File: src/rtl/rc4_search_controller.sv
// Brute-force RC4 key search sequencer: requests a candidate key, launches the
// decrypt/check core with it, and stops on match, exhaustion, abort or timeout.
module rc4_search_controller #(
    parameter int unsigned      KEY_W       = 24,
    parameter logic [KEY_W-1:0] KEY_MAX     = KEY_W'(24'h3FFFFF),
    parameter int unsigned      TIMEOUT_CYC = 4096
) (
    input  logic             clk,
    input  logic             reset,
    input  logic             search_start,
    input  logic             search_abort,
    output logic             key_req,
    input  logic             key_ack,
    input  logic [KEY_W-1:0] key_in,
    output logic             core_start,
    output logic [KEY_W-1:0] core_key,
    input  logic             core_done,
    input  logic             core_match,
    output logic             busy,
    output logic             found,
    output logic [KEY_W-1:0] found_key,
    output logic             exhausted,
    output logic             timeout_err,
    output logic [KEY_W-1:0] attempts
);

    localparam int unsigned TW = $clog2(TIMEOUT_CYC + 1);

    typedef enum logic [2:0] {
        S_IDLE,
        S_REQ_KEY,
        S_WAIT_KEY,
        S_LAUNCH,
        S_WAIT_CORE,
        S_FOUND,
        S_EXHAUSTED,
        S_ERROR
    } state_t;

    state_t          state;
    state_t          state_n;
    logic [TW-1:0]   timer;
    logic            timer_exp;
    logic            start_ok;
    logic            key_take;
    logic            done_take;
    logic            to_set;

    always_ff @(posedge clk or negedge reset) begin
        if (!reset) begin
            state <= S_IDLE;
        end else begin
            state <= state_n;
        end
    end

    always_comb begin
        state_n    = state;
        start_ok   = 1'b0;
        key_take   = 1'b0;
        done_take  = 1'b0;
        to_set     = 1'b0;
        key_req    = 1'b0;
        core_start = 1'b0;
        busy       = 1'b0;
        // Expiry is flagged on the last permitted waiting cycle so that the
        // wait lasts exactly TIMEOUT_CYC cycles.
        timer_exp  = (timer == TW'(TIMEOUT_CYC - 1));
        case (state)
            S_IDLE, S_FOUND, S_EXHAUSTED, S_ERROR: begin
                if (search_start) begin
                    start_ok = 1'b1;
                    state_n  = S_REQ_KEY;
                end
            end
            S_REQ_KEY: begin
                key_req = 1'b1;
                busy    = 1'b1;
                state_n = S_WAIT_KEY;
            end
            S_WAIT_KEY: begin
                busy = 1'b1;
                if (key_ack) begin
                    key_take = 1'b1;
                    state_n  = S_LAUNCH;
                end else if (timer_exp) begin
                    to_set  = 1'b1;
                    state_n = S_ERROR;
                end
            end
            S_LAUNCH: begin
                core_start = 1'b1;
                busy       = 1'b1;
                state_n    = S_WAIT_CORE;
            end
            S_WAIT_CORE: begin
                busy = 1'b1;
                if (core_done) begin
                    done_take = 1'b1;
                    if (core_match) begin
                        state_n = S_FOUND;
                    end else if (core_key == KEY_MAX) begin
                        state_n = S_EXHAUSTED;
                    end else begin
                        state_n = S_REQ_KEY;
                    end
                end else if (timer_exp) begin
                    to_set  = 1'b1;
                    state_n = S_ERROR;
                end
            end
            default: state_n = S_IDLE;
        endcase
        if (search_abort) begin
            state_n   = S_IDLE;
            start_ok  = 1'b0;
            key_take  = 1'b0;
            done_take = 1'b0;
            to_set    = 1'b0;
        end
    end

    always_ff @(posedge clk or negedge reset) begin
        if (!reset) begin
            timer       <= '0;
            core_key    <= '0;
            found       <= 1'b0;
            found_key   <= '0;
            exhausted   <= 1'b0;
            timeout_err <= 1'b0;
            attempts    <= '0;
        end else begin
            if (state == S_REQ_KEY || state == S_LAUNCH) begin
                timer <= '0;
            end else if (state == S_WAIT_KEY || state == S_WAIT_CORE) begin
                timer <= timer + 1'b1;
            end

            if (search_abort) begin
                found       <= 1'b0;
                exhausted   <= 1'b0;
                timeout_err <= 1'b0;
            end else begin
                if (start_ok) begin
                    found       <= 1'b0;
                    exhausted   <= 1'b0;
                    timeout_err <= 1'b0;
                    attempts    <= '0;
                    found_key   <= '0;
                end
                if (key_take) begin
                    core_key <= key_in;
                end
                if (done_take) begin
                    if (attempts != '1) begin
                        attempts <= attempts + KEY_W'(1);
                    end
                    if (core_match) begin
                        found     <= 1'b1;
                        found_key <= core_key;
                    end else if (core_key == KEY_MAX) begin
                        exhausted <= 1'b1;
                    end
                end
                if (to_set) begin
                    timeout_err <= 1'b1;
                end
            end
        end
    end

endmodule

File: config.mk
export PLATFORM = sky130hd
export DESIGN_NAME = rc4_search_controller
export DESIGN_NICKNAME = d
export VERILOG_FILES = /design/src/rtl/rc4_search_controller.sv
export SDC_FILE = /design/constraint.sdc
export NUM_CORES = 1
export LEC_CHECK = 0
export ABC_CLOCK_PERIOD_IN_PS = 4200
export BUFFER_PORTS_ARGS = -buffer_cell sky130_fd_sc_hd__buf_4
export CORE_MARGIN = 1.5
export CORE_UTILIZATION = 35
export CTS_CLUSTER_SIZE = 24
export DETAILED_ROUTE_END_ITERATION = 12
export SLEW_MARGIN = 20
export SYNTH_ARGS = -nofsm -noshare
export SYNTH_HDL_FRONTEND = slang
export SYNTH_SLANG_ARGS = --single-unit
export TNS_END_PERCENT = 100
File: constraint.sdc
create_clock -name clk -period 4.2 [get_ports clk]
set_clock_uncertainty 0.15 [all_clocks]
set_input_delay 0.84 -clock clk [delete_from_list [all_inputs] [get_ports clk]]
set_output_delay 0.84 -clock clk [all_outputs]
set_load 0.1 [all_outputs]
### After elaboration in Yosys (flattened, before gate mapping)

Index checks and enable logic that the tools add are counted.
W data, S select, Z words.

* flip-flop bits (word level): 91
* output and inout bits: 78

* $add $sub $neg: 2
* bitwise gates (word level): 1
* equality and inequality tests: 11
* mux-type cells: 45
* reductions and logical operators: 8

Operator list (number)
* $mux W24: 6
* $mux W1: 28
* $mux W13: 2
* $add A24 B1 Y24 const B: 1
* $eq A24 B22 Y1 const B: 1
* $ne A24 B24 Y1 const B: 1
* $mux W3: 7
* $pmux W3 S5: 1
* $add A13 B1 Y13 const B: 1
* $eq A13 B12 Y1 const B: 1
* $eq A3 B3 Y1 const B: 4
* $reduce_or A4 Y1: 2
* $eq A3 B2 Y1 const B: 2
* $eq A3 B1 Y1 const B: 1
* $logic_not A3 Y1: 1
* $ne A3 B3 Y1 const B: 1
* $reduce_bool A3 Y1: 1
* $logic_or A1 B1 Y1: 2
* $pmux W1 S2: 1
* $reduce_and A2 Y1: 1
* $reduce_bool A2 Y1: 1
* $not A1 Y1: 1

### Longest topological paths before layout

* word-level depth: 9
* gate-level depth with buffers: 8
* gate-level depth less buffers: 6

### Least setup slack after synthesis

No wires, ideal clock.

* path type: reg-to-output
* start point: reg state[0]
* end point: out key_req
* required time: 3.210 ns
* cell stages (with the launch flop): 4
* path slack: 1.017 ns
* arrival time: 2.193 ns
* path through: dfrtp_1 buf_2 nor2b_1 nor2b_1

* cells in the longest elaborated chain, start to end: 2

Ends and longest elaborated chain
* start: declaration: RTL line 40 `state_t state;`
* start signal: assignment: RTL line 53 `state <= state_n;`
* $eq A3 B1 Y1: RTL line 69 `case (state)`
* $mux W1: RTL line 69
* end: declaration: RTL line 12 `output logic key_req,`

No other way between the ends.

### Worst setup path in the final report

* start point: reg state[0]
* end point: out core_start

* cells in the longest elaborated chain, start to end: 2

Ends and longest elaborated chain
* $eq A3 B2 Y1: RTL line 69
* $mux W1: RTL line 69
* end: declaration: RTL line 15 `output logic core_start,`

No other way between the ends.

==> results.tsv <==
stage	metric	value	unit
drt	via_per_inst	5.15	
placement	dpl.hpwl	8.02	mm
job	maxCapViolations	0	
min_path	hold_path.class	in2async	
cts	cts_max_level	3	
drt	detail_route.first_pass.iterations	5	
cells_and_area	seqCellArea	2280	um^2
drt	wl_met3	705	um
power	power_density	398	nW/um^2
power	seqPwrFrac	42.4	%
drt	vias	3714	
worst_setup_path	crit_arrival	1.88	ns
yosys	netlist_instances	442	
worst_setup_path	startpoint	state[0]	
die	core-area	12500	um^2
worst_setup_path	rr_startpoint	attempts[0]	
timing	rsz0062_at_grt	false	
worst_setup_path	required	3.21	ns
drt	detail_route.wl_per_cell	15.8	um
power	swShare	32.3	%
cts	clk_pin_slew	0.06	ns
yosys	synth.net_count	475	
cts	postCtsSetupRepairBufs	0	
cells_and_area	final_layout_size_suffix_gt1_share	32.4	%
yosys	synthTopCellsByArea	dfrtp_1 (51%), mux2_2 (6.3%), nand2_1 (6.3%)	
placement	portBuffers	108	
yosys	synth_area	4460	um^2
worst_setup_path	rr_endpoint	attempts[12]	
power	vdd_drop_max	352	uV
timing	final_hold_viol_count	0	
power	p_comb_share	20.1	%
power	p_sw	0.000735	W
worst_setup_path	worstPathMaxFanout	12	
timing	fmax	348	MHz
timing	tightest_slew	0.664	ns
drt	routed.top_layer	met4	
grt	grt_max_degree	50	
cells_and_area	syn_to_final_growth	28.6	%
worst_setup_path	worstSetupPathType	reg2out	
worst_setup_path	endpoint	core_start	
timing	slew_headroom	55.3	%
drt	wl	11.4	mm
cts	postCtsHoldBufs	0	
yosys	synth.most_common_cell	dfrtp_1	
die	io_pins	109	
cts	cts_resized	0	
worst_setup_path	r2r_slack	1.54	ns
die	die_area	13400	um^2
cells_and_area	multi_input_area	2060	um^2
power	p_clk_share	37.6	%
grt	grt_pass1_wl	18.8	mm
worst_setup_path	reg2reg_depth	6	
drt	m1WireLength	5.18	mm
yosys	seq_area_frac_synth	51.1	%
cts	ctsLongestPathBuffers	2	
cts	clockRootBuffer	clkbuf_16	
worst_setup_path	start_kind	flip-flop	
timing	fin_crit_sh	68.4	%
grt	antenna_found_initial	0	
cells_and_area	num_antenna_cells	0	
drt	final_antenna_net_count	0	
yosys	netlist_top_cells_count	dfrtp_1 (91), nand2_1 (75), o21ai_0 (34), nor2_1 (29), mux2_2 (25)	
yosys	synth.distinct_cells	59	
cells_and_area	n_fill_cell	1240	
timing	finalMaxSlewViolations	0	
die	die_w	116	um
yosys	synth_edf_count	0	
status	status	finished, final reports clean	
yosys	ys_ff_latch	91	
placement	pre_cts_slack	1.30	ns
grt	track_usage	18.2	%
timing	finalWorstSetupSlack	1.33	ns
power	intPower	0.00154	W
power	power_leakage	2.76	nW
timing	period_needed	2.87	ns
die	die_y	116	um
cts	clk_latency	0.35	ns
placement	globalplace.congestion	0.811	
yosys	async_flop_share	100	%
worst_setup_path	cp-end-kind	primary output	
drt	route.detailed.drc	0	
yosys	ys.flop_type	dfrtp_1	
yosys	synth_top_area_share	51.1	%
timing	setup_viol	0	
cells_and_area	fin_util	45.8	%
cts	cts.sinks	91	
drt	dr.first_iter.drc_count	186	
cells_and_area	nNetsFinal	578	
yosys	yosysWarnings	0	
timing	final.setup.tns	0	ns
drt	wl_met2	5.35	mm
die	initial_utilization	35.6	%
grt	grt_pass1_vias	3653	
cts	numCtsBuffers	9	
cts	cts_tree	done	
yosys	synth_top_cell_by_area	dfrtp_1	
grt	overflow	0	
die	rows	41	
yosys	synth_area_per_cell	10.1	um^2
==> state kept, by name (all words and copies together), names as in the netlist <==
signal / flops
core_key: 24
state: 3
found: 1
timeout_err: 1
exhausted: 1
attempts: 24
found_key: 24
timer: 13
==> layout by cell type (no fill, tap or decap), types with 8 or more instances in the layout <==
master and count:
nand4_1 12, and3_2 8, o21ai_0 34, a21oi_1 9, buf_4 114, nor3_1 15, clkbuf_16 9, dfrtp_1 91
a211o_1 9, mux2_2 25, nand3_1 19, xor2_1 12, nand2_1 75, nor2_1 29
==> layer usage <==
metal	vias up	GRT usage (%)
met5	-	0
met4	0	5.53
met3	12	6.28
met2	97	28.2
met1	1809	24.1
li1	1796	-
==> cell type report <==
type | count | area share, %
clock buffer | 11 | 4.06
clock inverter | 4 | 1.33
inverter | 4 | 0.262
multi-input combinational | 325 | 35.9
sequential | 91 | 39.7
tap | 172 | 3.76
timing repair buffer | 114 | 14.9
==> power groups by stage <==
stage / clock network [W] / logic, W / registers [W]
after floorplan: 0 / 0.0000905 / 0.00121
after global placement: 0 / 0.000457 / 0.000980
after detailed placement: 0 / 0.000460 / 0.000981
after CTS: 0.000880 / 0.000461 / 0.000965
after global routing: 0.000922 / 0.000478 / 0.000972
final: 0.000857 / 0.000457 / 0.000966
==> critical path: stages (launching register included) <==
cell and delay [ns]:
dfrtp_1 0.61, nor2b_1 0.21, buf_4 0.21, and2_1 0.20, buf_4 0.31
==> cells by family after synthesis <==
family | share of synthesized area [%]
muxes | 7.22
and+or+nand+nor | 23.0
AOI/OAI and AO/OA | 12.7
DFF | 51.1
adders and majority gates | 0.562
xor gates and xnor gates | 2.75
buffers and inverters | 2.70
==> how the worst min path moves through the flow <==
stage	start	cells past startpoint	slack (ns)	end
after global placement	exhausted	2	0.36	exhausted
after CTS	reset	1	0.22	attempts[10]
after floorplan	timer[11]	2	0.35	timer[11]
final	reset	1	0.22	timer[1]
after global routing	reset	1	0.22	attempts[10]
after detailed placement	exhausted	2	0.37	exhausted
==> metrics by stage <==
stage	std cells	power (W)	instance area [um^2]	hold WS, ns
global route	721	0.00237	5730	0.223
finish	721	0.00228	5730	0.218
floorplan	442	0.00131	4460	0.348
global placement	706	0.00144	5420	0.362
CTS	721	0.00231	5730	0.219
detailed placement	706	0.00144	5420	0.368
Note: power is estimated with default switching activity, not from simulation.
